==> config.mk <==
export PLATFORM = sky130hd
export DESIGN_NAME = mult_accumulate
export DESIGN_NICKNAME = d
export VERILOG_FILES = /design/src/rtl/mult_accumulate.sv
export SDC_FILE = /design/constraint.sdc
export NUM_CORES = 1
export LEC_CHECK = 0
export BUFFER_PORTS_ARGS = -buffer_cell sky130_fd_sc_hd__buf_2
export CAP_MARGIN = 10
export CORE_UTILIZATION = 55
export DETAILED_ROUTE_END_ITERATION = 6
export PLACE_DENSITY = 0.8
export SLEW_MARGIN = 40
export SYNTH_ARGS = -nofsm -noshare
export SYNTH_HDL_FRONTEND = slang
export SYNTH_SLANG_ARGS = --single-unit
==> constraint.sdc <==
create_clock -name clk -period 2.15 [get_ports clk]
set_input_delay 0.3225 -clock clk [delete_from_list [all_inputs] [get_ports clk]]
set_output_delay 0.3225 -clock clk [all_outputs]
set_load 0.05 [all_outputs]
==> src/rtl/mult_accumulate.sv <==
// Sums K unsigned multiplier products into one result with a valid/ready handshake on both sides.
// Define MAC_SAT_EN to clamp the accumulator at all-ones instead of wrapping on overflow.
module mult_accumulate #(
    parameter int N  = 6,
    parameter int K  = 4,
    parameter int AW = 2
) (
    input  logic                clk,
    input  logic                rst,
    input  logic                in_valid,
    output logic                in_ready,
    input  logic [2*N-1:0]      P,
    output logic                out_valid,
    input  logic                out_ready,
    output logic [2*N+AW-1:0]   acc_out,
    output logic [7:0]          count,
    input  logic                clr
);
    localparam int AccW = 2*N + AW;

    typedef enum logic [1:0] {IDLE, ACCUM, HOLD} state_t;

    state_t          state;
    logic [AccW-1:0] acc;
    logic [AccW-1:0] p_ext;
    logic [AccW-1:0] sum;
    logic            last;

`ifdef MAC_SAT_EN
    logic [AccW:0]   wide;

    // Once clamped, any further addition carries out again, so the value stays at all-ones.
    always_comb begin
        p_ext = AccW'(P);
        wide  = {1'b0, acc} + {1'b0, p_ext};
        sum   = wide[AccW] ? '1 : wide[AccW-1:0];
        last  = (count == 8'(K - 1));
    end
`else
    always_comb begin
        p_ext = AccW'(P);
        sum   = acc + p_ext;
        last  = (count == 8'(K - 1));
    end
`endif

    assign acc_out = acc;

    always_ff @(posedge clk or posedge rst) begin
        if (rst) begin
            state     <= IDLE;
            acc       <= '0;
            count     <= '0;
            out_valid <= 1'b0;
            in_ready  <= 1'b1;
        end else begin
            case (state)
                IDLE: begin
                    if (clr) begin
                        acc   <= '0;
                        count <= '0;
                    end else if (in_valid) begin
                        acc   <= p_ext;
                        count <= 8'd1;
                        if (K == 1) begin
                            state     <= HOLD;
                            out_valid <= 1'b1;
                            in_ready  <= 1'b0;
                        end else begin
                            state <= ACCUM;
                        end
                    end
                end
                ACCUM: begin
                    if (clr) begin
                        acc   <= '0;
                        count <= '0;
                        state <= IDLE;
                    end else if (in_valid) begin
                        acc   <= sum;
                        count <= count + 8'd1;
                        if (last) begin
                            state     <= HOLD;
                            out_valid <= 1'b1;
                            in_ready  <= 1'b0;
                        end
                    end
                end
                HOLD: begin
                    // clr is deliberately ignored here so a finished result cannot be dropped.
                    if (out_ready) begin
                        state     <= IDLE;
                        count     <= '0;
                        out_valid <= 1'b0;
                        in_ready  <= 1'b1;
                    end
                end
                default: begin
                    state     <= IDLE;
                    out_valid <= 1'b0;
                    in_ready  <= 1'b1;
                end
            endcase
        end
    end
endmodule

==> metrics, run 1 <==
max_cap viols=0; pre-CTS WS=0.0166 ns; Yosys top cell area share=32.4%; failing checks=negative hold slack; Worst Clk Skew=0.0115 ns; fin. max-slew vios=0; Mapped Cells=222; Leak=1.10 nW; FMAX=0.495 GHz; worst vdd ir=0.000533 V; total power=3.12 mW; CTS tree=built; H-tree depth=1; GRT Total Usage=24.5%; Filler cells=288; Initial Util=57.4%; Worst EP arrival=2.27 ns; # diodes=0; Routed WL=4.37 mm; r2r endpoint=acc_out[13]; class of the worst hold path=in -> async; CP Capture Type=register; Reg2Reg Setup Slack=0.13 ns; drt wl/cell=14.0 um; endpoints failing hold=3; clock buffer count from CTS=3; RSZ-0062 raised after global routing=no; global-route wire length before repair=6.88 mm; #FFs+latches synth=26; I/O Buffers=40; # hold bufs at CTS=0; top post-synthesis cells by area=dfrtp_1, ha_1, nand2_1; Largest stage delay, worst path=0.43 ns; dominant synthesized flop cell=dfrtp_1; WS Path Type=reg -> reg; DR DRC count=0; crit share post-route=93.9%; asr flop ratio synth=100%; Routed Antenna Nets=0; vias per cell=5.69; power share of the sequential group=24.1%; RR Startpoint=acc_out[6]; post-DP HPWL=3.23 mm; Worst path slowest cell=dfrtp_1; crit-path cells=ha_1, and3_1, nand2_1, a21oi_2, nor2_2, o2111a_1, a221o_1; Multi-input gate area=1250 um^2; Setup TNS=0 ns; layout cells sized above 1=25.2%; WHS=-0.00313 ns; Layout Nets=301; worst-skew pair later-pin latency=0.34 ns; area delta synth->final=18.7%; Crit. Startpoint=acc_out[6]; CP required=2.40 ns; DRT Pass-1 Iters=5; Clk pin slew, worst setup/hold paths=0.16 ns; Core Util, Final=68.2%; initial detailed-routing violation count=64; fin worst setup slack=0.131 ns; Slew headroom=63.5%; core area=3360 um^2; worst slew pin tran=0.546 ns; clock sinks=26; largest net degree at the start of global routing=27; Synth cell types=44; power density over the cells=1360 nW/um^2; combinational fraction of design power=64.6%; min Tclk post-route=2.02 ns; Congestion Overflow GR=0; vias=1776; Internal=1.52 mW; Post-CTS Setup Inserts=0; cell area after synthesis=1930 um^2; Root Driver=clkbuf_4; largest fanout on the critical path=6; Die Y=61.3 um; syn_area_per_cell=8.70 um^2; vias in the first global route=1573; die width=61.3 um; final setup vio count=0; outcome=finished with violations; switch share=51.3%; Core Rows=21; Die ar.=3750 um^2; crit path to=acc_out[13]; Max clock buf depth=2; # IOs=41; cell taking the most area after synthesis=dfrtp_1; clock power share=11.3%; Placer Congestion=0.862; NetSw=1.60 mW; reg2reg path depth=7; Synthesized Nets=256; Warnings, synthesis=0; initial antenna violation count=0; sequential cell area=654 um^2; number of flops mapped to enable cells by yosys=0; post-synthesis sequential area ratio=33.7%; nature of the critical path startpoint=register
[layout make-up]
| cell class | count | share of cell area (%) |
|---|---|---|
| multi-input cells | 182 | 54.7 |
| flip-flops and latches | 26 | 28.5 |
| repair buffers | 46 | 10.7 |
| well taps | 46 | 2.51 |
| clock inverters | 1 | 1.31 |
| inverters | 8 | 1.31 |
| clock buffers | 3 | 0.982 |
[critical path: cells and delay by family (launching register included)]
family,cells,cell delay (ns)
adders and majority gates,1,0.40
AOI/OAI and AO/OA,3,0.69
and+or+nand+nor,3,0.41
DFF,1,0.43
[sequential cells by signal, summed over array words and instances, names as in the netlist]
signal and count:
count 8, acc_out 14, state 2, in_ready 1, out_valid 1
[cells in the final DEF, fill, tap and decap left out, types with 6 or more instances in the layout]
cell,synthesis,routed
a21oi_1,16,16
dfrtp_1,25,23
o21ai_0,15,15
ha_1,16,15
nand2b_1,8,8
buf_2,2,40
nor2_1,14,14
o21ai_1,8,7
buf_4,0,6
nand2_1,29,29
nand3_1,7,7
inv_1,8,8
[worst min-delay path by stage]
stage	start	endpoint	slack (ns)
floorplan	rst	acc_out[10]	0.36
global placement	rst	acc_out[9]	0.40
detailed placement	rst	acc_out[9]	0.40
CTS	rst	acc_out[9]	0.01
global route	rst	acc_out[9]	0.02
finish	rst	acc_out[9]	-0.003
[routing by layer]
layer | track usage (%) | up-vias | wire length (um) | part of all wire (%)
met5 | 0 | - | 0 | 0
met1 | 33.2 | 825 | 2070 | 47
met2 | 41.0 | 52 | 2070 | 47
li1 | - | 892 | - | -
met3 | 2.73 | 7 | 178 | 4.1
met4 | 7.47 | 0 | 56 | 1.3
[synthesized netlist by cell type, drive strengths merged (6+ instances only)]
master,number
a21o,6
a21oi,18
dfrtp,25
ha,16
inv,8
nand2,29
nand2b,8
nand3,7
nor2,16
o21ai,23
[per-stage QoR]
step	instance area [um^2]	std cells
2_1_floorplan	1950	222
3_3_place_gp	2230	308
3_5_place_dp	2230	308
4_1_cts	2290	312
5_1_grt	2290	312
6_report	2290	312
[what timing repair did]
action,in CTS,in global routing
gates cloned,0,0
gates resized for setup,1,1
setup endpoints to repair,1,2
pin swaps,0,1
[cells by family after synthesis]
kind of cell,synth area share [%]
compound gates,24.2
xor+xnor,4.53
fa+ha+maj,11.4
buf+inv,2.85
flops,33.7
mux,2.07
simple gates,21.2
[power by group through the flow]
stage,logic [mW],registers [mW],clock network (mW)
finish,2.01,0.749,0.353
detailed placement,1.98,0.761,0
global placement,1.94,0.754,0
CTS,2.00,0.752,0.358
global route,2.19,0.774,0.379
floorplan,1.12,1.18,0
Note: power is estimated with default switching activity, not from simulation.
==> run 2: changes to the inputs <==
SETUP_SLACK_MARGIN = 0.15   (was unset)
==> run 2 against run 1 <==
The run now ends clean. Non-clock buffer count is 1 lower. Worst hold slack better by 0.021 ns. Highest routed layer unchanged. Via count hardly changed. Maximum frequency is 2.4% higher. Utilization is 2.3 points higher. Critical path type unchanged. Total power is 4.5% higher. Largest power group unchanged. Global-route usage is 0.10 points lower. Clock-buffer cell count stayed put. Clock power is 2% lower. Sequential cell count stayed put.
==> metrics, run 2 (synthesis gave the netlist of run 1 again) <==
outcome=finished, final reports clean; RR Startpoint=acc_out[0]; power share of the sequential group=23.9%; Crit path max-delay family=compound AO/OA/AOI/OAI gates; DR DRC count=0; Core Util, Final=70.5%; commonest non-fill, non-tap cell in the layout=buf_2; max FFs per register=14; # IOs=41; switch share=50.3%; vias=1777; largest net degree at the start of global routing=27; layout cells sized above 1=31.3%; clock sinks=26; max_cap viols=0; Die ar.=3750 um^2; CP required=2.42 ns; Slew headroom=66.1%; Root Driver=clkbuf_4; most used routing layer in global routing=met2; Routed Antenna Nets=0; core area=3360 um^2; Internal=1.62 mW; GRT Total Usage=24.4%; vias in the first global route=1490; post-DP HPWL=3.32 mm; reg2reg path depth=9; drt wl/cell=14.2 um; initial detailed-routing violation count=56; WS Path Type=reg -> reg; Largest stage delay, worst path=0.44 ns; leading cell types in the layout, fill and taps excluded=buf_2, nand2_1, dfrtp_1; initial antenna violation count=0; Congestion Overflow GR=0; H-tree depth=1; met1 GRT Util=33.5%; CP Buf/Inv Count=1; Placer Congestion=0.841; die width=61.3 um; pre-CTS WS=0.100 ns; Worst EP arrival=2.24 ns; min Tclk post-route=1.97 ns; endpoints failing hold=0; # diodes=0; combinational fraction of design power=65.5%; crit-path cells=ha_4, inv_1, fa_2, nand2b_4, o2bb2ai_2, o211ai_1, a21oi_2, xor2_1, o21ai_1; Worst Clk Skew=0.0105 ns; CTS tree=built; area delta synth->final=22.8%; NetSw=1.64 mW; met3 usage=2.31%; Initial Util=57.4%; I/O Buffers=40; fin. max-slew vios=0; clock power share=10.6%; power density over the cells=1370 nW/um^2; worst slew pin tran=0.507 ns; Clk pin slew, worst setup/hold paths=0.16 ns; Max clock buf depth=2; RSZ-0062 raised after global routing=yes; Layout Nets=300; clock buffer count from CTS=3; WHS=0.0180 ns; CP Capture Type=register; vias per cell=5.71; nature of the critical path startpoint=register; met2 usage=40.7%; Die Y=61.3 um; global-route wire length before repair=6.71 mm; final setup vio count=0; Core Rows=21; crit share post-route=91.8%; Worst path slowest cell=dfrtp_2; worst vdd ir=0.000681 V; Leak=1.09 nW; Reg2Reg Setup Slack=0.18 ns; Setup TNS=0 ns; class of the worst hold path=in -> async; Routed WL=4.42 mm; largest fanout on the critical path=4; worst-skew pair later-pin latency=0.33 ns; r2r endpoint=acc_out[10]; FMAX=0.507 GHz; fin worst setup slack=0.177 ns; Post-CTS Setup Inserts=0; DRT Pass-1 Iters=4
## run 2: cell types whose count changed in the layout (fill, tap and decap cells not counted), sizes merged
cell / previous run / this run
buf: 46 / 45
## run 2: worst max path at each step
stage | startpoint | to | slack [ns] | cells past startpoint
2_1_floorplan | acc_out[0] | acc_out[8] | 0.15 | 8
3_3_place_gp | P[3] | acc_out[13] | 0.14 | 8
3_5_place_dp | P[3] | acc_out[13] | 0.10 | 8
4_1_cts | acc_out[7] | acc_out[13] | 0.18 | 7
5_1_grt | acc_out[0] | acc_out[10] | 0.11 | 9
6_report | acc_out[0] | acc_out[10] | 0.18 | 9
## run 2: final cells by class
class / count / area [um^2]
flip-flops and latches: 26 / 662
repair buffers: 45 / 238
clock inverters: 1 / 30.0
inverters: 8 / 30.0
clock buffers: 3 / 22.5
well taps: 46 / 57.6
fillers: 290 / 991
multi-input cells: 182 / 1330
## run 2: worst reg2reg max path, cell delays in order (launching register included)
cell and delay, ns:
dfrtp_2 0.44, ha_4 0.14, inv_1 0.04, fa_2 0.34
nand2b_4 0.15, o2bb2ai_2 0.14, o211ai_1 0.28, a21oi_2 0.11
xor2_1 0.15, o21ai_1 0.12
## run 2: layer usage
layer | wire length, um | part of all wire [%]
met5 | 0 | 0
met4 | 62 | 1.4
met3 | 176 | 4.0
met2 | 2090 | 47
met1 | 2090 | 47
## run 2: power by group through the flow
| stage | Clock, mW | Sequential, mW | Combinational, mW |
|---|---|---|---|
| after CTS | 0.351 | 0.767 | 2.03 |
| after global placement | 0 | 0.764 | 1.97 |
| after detailed placement | 0 | 0.775 | 2.00 |
| after global routing | 0.368 | 0.800 | 2.32 |
| final | 0.345 | 0.777 | 2.13 |
| after floorplan | 0 | 1.19 | 1.15 |
## run 2: metrics by stage
step | std cells | total power, mW | instance area (um^2)
2_1_floorplan | 222 | 2.34 | 1980
3_5_place_dp | 307 | 2.78 | 2250
6_report | 311 | 3.26 | 2370
3_3_place_gp | 307 | 2.74 | 2250
5_1_grt | 311 | 3.49 | 2370
4_1_cts | 311 | 3.15 | 2310
## run 2: repair_timing
action                                  CTS  global route
endpoints found under the setup margin    1             9
pin swaps                                 0             3
gates resized for setup                   2             9
hold buffers                              0             0
endpoints found under the hold margin     0             0
==> run 3: changes to the inputs <==
BUFFER_PORTS_ARGS = unset   (was -buffer_cell sky130_fd_sc_hd__buf_2)
CORE_UTILIZATION = 63   (was 55)
DONT_BUFFER_PORTS = 1   (was unset)
PLACE_DENSITY = 0.79   (was 0.8)
==> run 3 against run 2 <==
The run now ends with design-rule violations left. Via count shrank 1.6%. Maximum frequency shrank 0.12%. Clock skew shrank 0.0089 ns. Non-clock buffer count shrank 18. Clock power shrank 27%. Sequential share of layout area grew 1.1 points. Register-to-register slack is essentially flat. Worst hold slack gained 0.054 ns. Utilization grew 10 points. Die area shrank 12%. Largest cell class unchanged.
==> metrics, run 3 (synthesis gave the netlist of run 1 again) <==
WHS=0.0719 ns; initial detailed-routing violation count=100; worst slew pin tran=0.544 ns; core area=2830 um^2; nature of the critical path startpoint=register; Setup TNS=0 ns; post-DP HPWL=3.50 mm; area delta synth->final=18.1%; Max clock buf depth=2; max FFs per register=14; Clk pin slew, worst setup/hold paths=0.14 ns; placed cell areas=2180 um^2; # diodes=0; CP required=2.38 ns; r2r endpoint=acc_out[11]; CTS tree=built; CP Capture Type=register; reg2reg path depth=7; Routed Antenna Nets=0; largest fanout on the critical path=5; layout cells sized above 1=25.5%; drt wl/cell=16.5 um; endpoints failing hold=0; H-tree depth=1; Core Rows=19; die width=57.4 um; leading cell types in the layout, fill and taps excluded=nand2_1, buf_4, dfrtp_1; Final Non-Filler Cells=278; Worst Clk Skew=0.00153 ns; Initial Util=68.3%; max_cap viols=0; Die Y=57.4 um; initial antenna violation count=0; Root Driver=clkbuf_4; largest net degree at the start of global routing=26; WS Path Type=reg -> reg; min-delay src=clr; Congestion Overflow GR=0; RSZ-0062 raised after global routing=yes; RR Startpoint=acc_out[7]; total power=3.19 mW; DRT Pass-1 Iters=6; Worst Hold Depth=1; Layout Nets=282; Placer Congestion=0.953; GRT Total Usage=29.6%; vias in the first global route=1794; Die ar.=3290 um^2; placed cells=273; worst-skew pair later-pin latency=0.33 ns; clock sinks=26; commonest non-fill, non-tap cell in the layout=nand2_1; class of the worst hold path=in -> reg; end of the worst hold path=acc_out[0]; global-route wire length before repair=7.56 mm; final instance area=2280 um^2; FMAX=0.506 GHz; pre-CTS WS=0.208 ns; outcome=finished with violations; min Tclk post-route=1.98 ns; Slew headroom=63.7%; clock buffer count from CTS=3; Core Util, Final=80.7%; worst vdd ir=0.000785 V; vias=1748; fin worst setup slack=0.175 ns; failing checks=design-rule violations; Reg2Reg Setup Slack=0.17 ns; DR DRC count=8; Worst EP arrival=2.20 ns; power density over the cells=1400 nW/um^2; vias per cell=6.29; crit share post-route=91.9%; Routed WL=4.59 mm; fin. max-slew vios=0; # IOs=41; Leak=1.02 nW; final setup vio count=0; I/O Buffers=0
==> run 3: metal layers <==
metal  GRT usage (%)  vias up  share of wire (%)
met5               0        -                  0
met4            12.5        0                2.3
met3            4.31       13                4.2
met2            53.7       41                 53
met1            34.5      837                 41
li1                -      857                  -
==> run 3: worst max-delay path, cell delays in order (launching register included) <==
cell,delay (ns)
dfrtp_2,0.43
ha_1,0.35
o21ai_0,0.27
o21bai_1,0.13
a21o_1,0.20
a221oi_2,0.23
xor2_1,0.18
a21oi_1,0.09
==> run 3: what timing repair did <==
item / in CTS / in global routing
setup buffers: 0 / 0
hold buffers: 1 / 0
hold endpoints to repair: 11 / 0
gates resized for setup: 0 / 10
endpoints found under the setup margin: 0 / 4
==> run 3: area by class of cell <==
type / instances / area (um^2)
Fill cell: 189 / 547
Timing Repair Buffer: 27 / 205
Multi-Input combinational cell: 182 / 1310
Sequential cell: 26 / 662
Inverter: 8 / 30.0
Tap cell: 31 / 38.8
Clock buffer: 4 / 36.3
==> run 3: worst max path at each step <==
stage | depth (start not counted) | end | from
after floorplan | 8 | acc_out[8] | acc_out[0]
after global placement | 7 | acc_out[13] | acc_out[3]
after detailed placement | 7 | acc_out[13] | acc_out[3]
after CTS | 9 | acc_out[12] | acc_out[0]
after global routing | 7 | acc_out[11] | acc_out[7]
final | 7 | acc_out[11] | acc_out[7]
==> run 3: power by group <==
part	internal, mW	switching [mW]
clock network	0.104	0.147
logic	0.833	1.37
registers	0.635	0.102
total	1.57	1.61
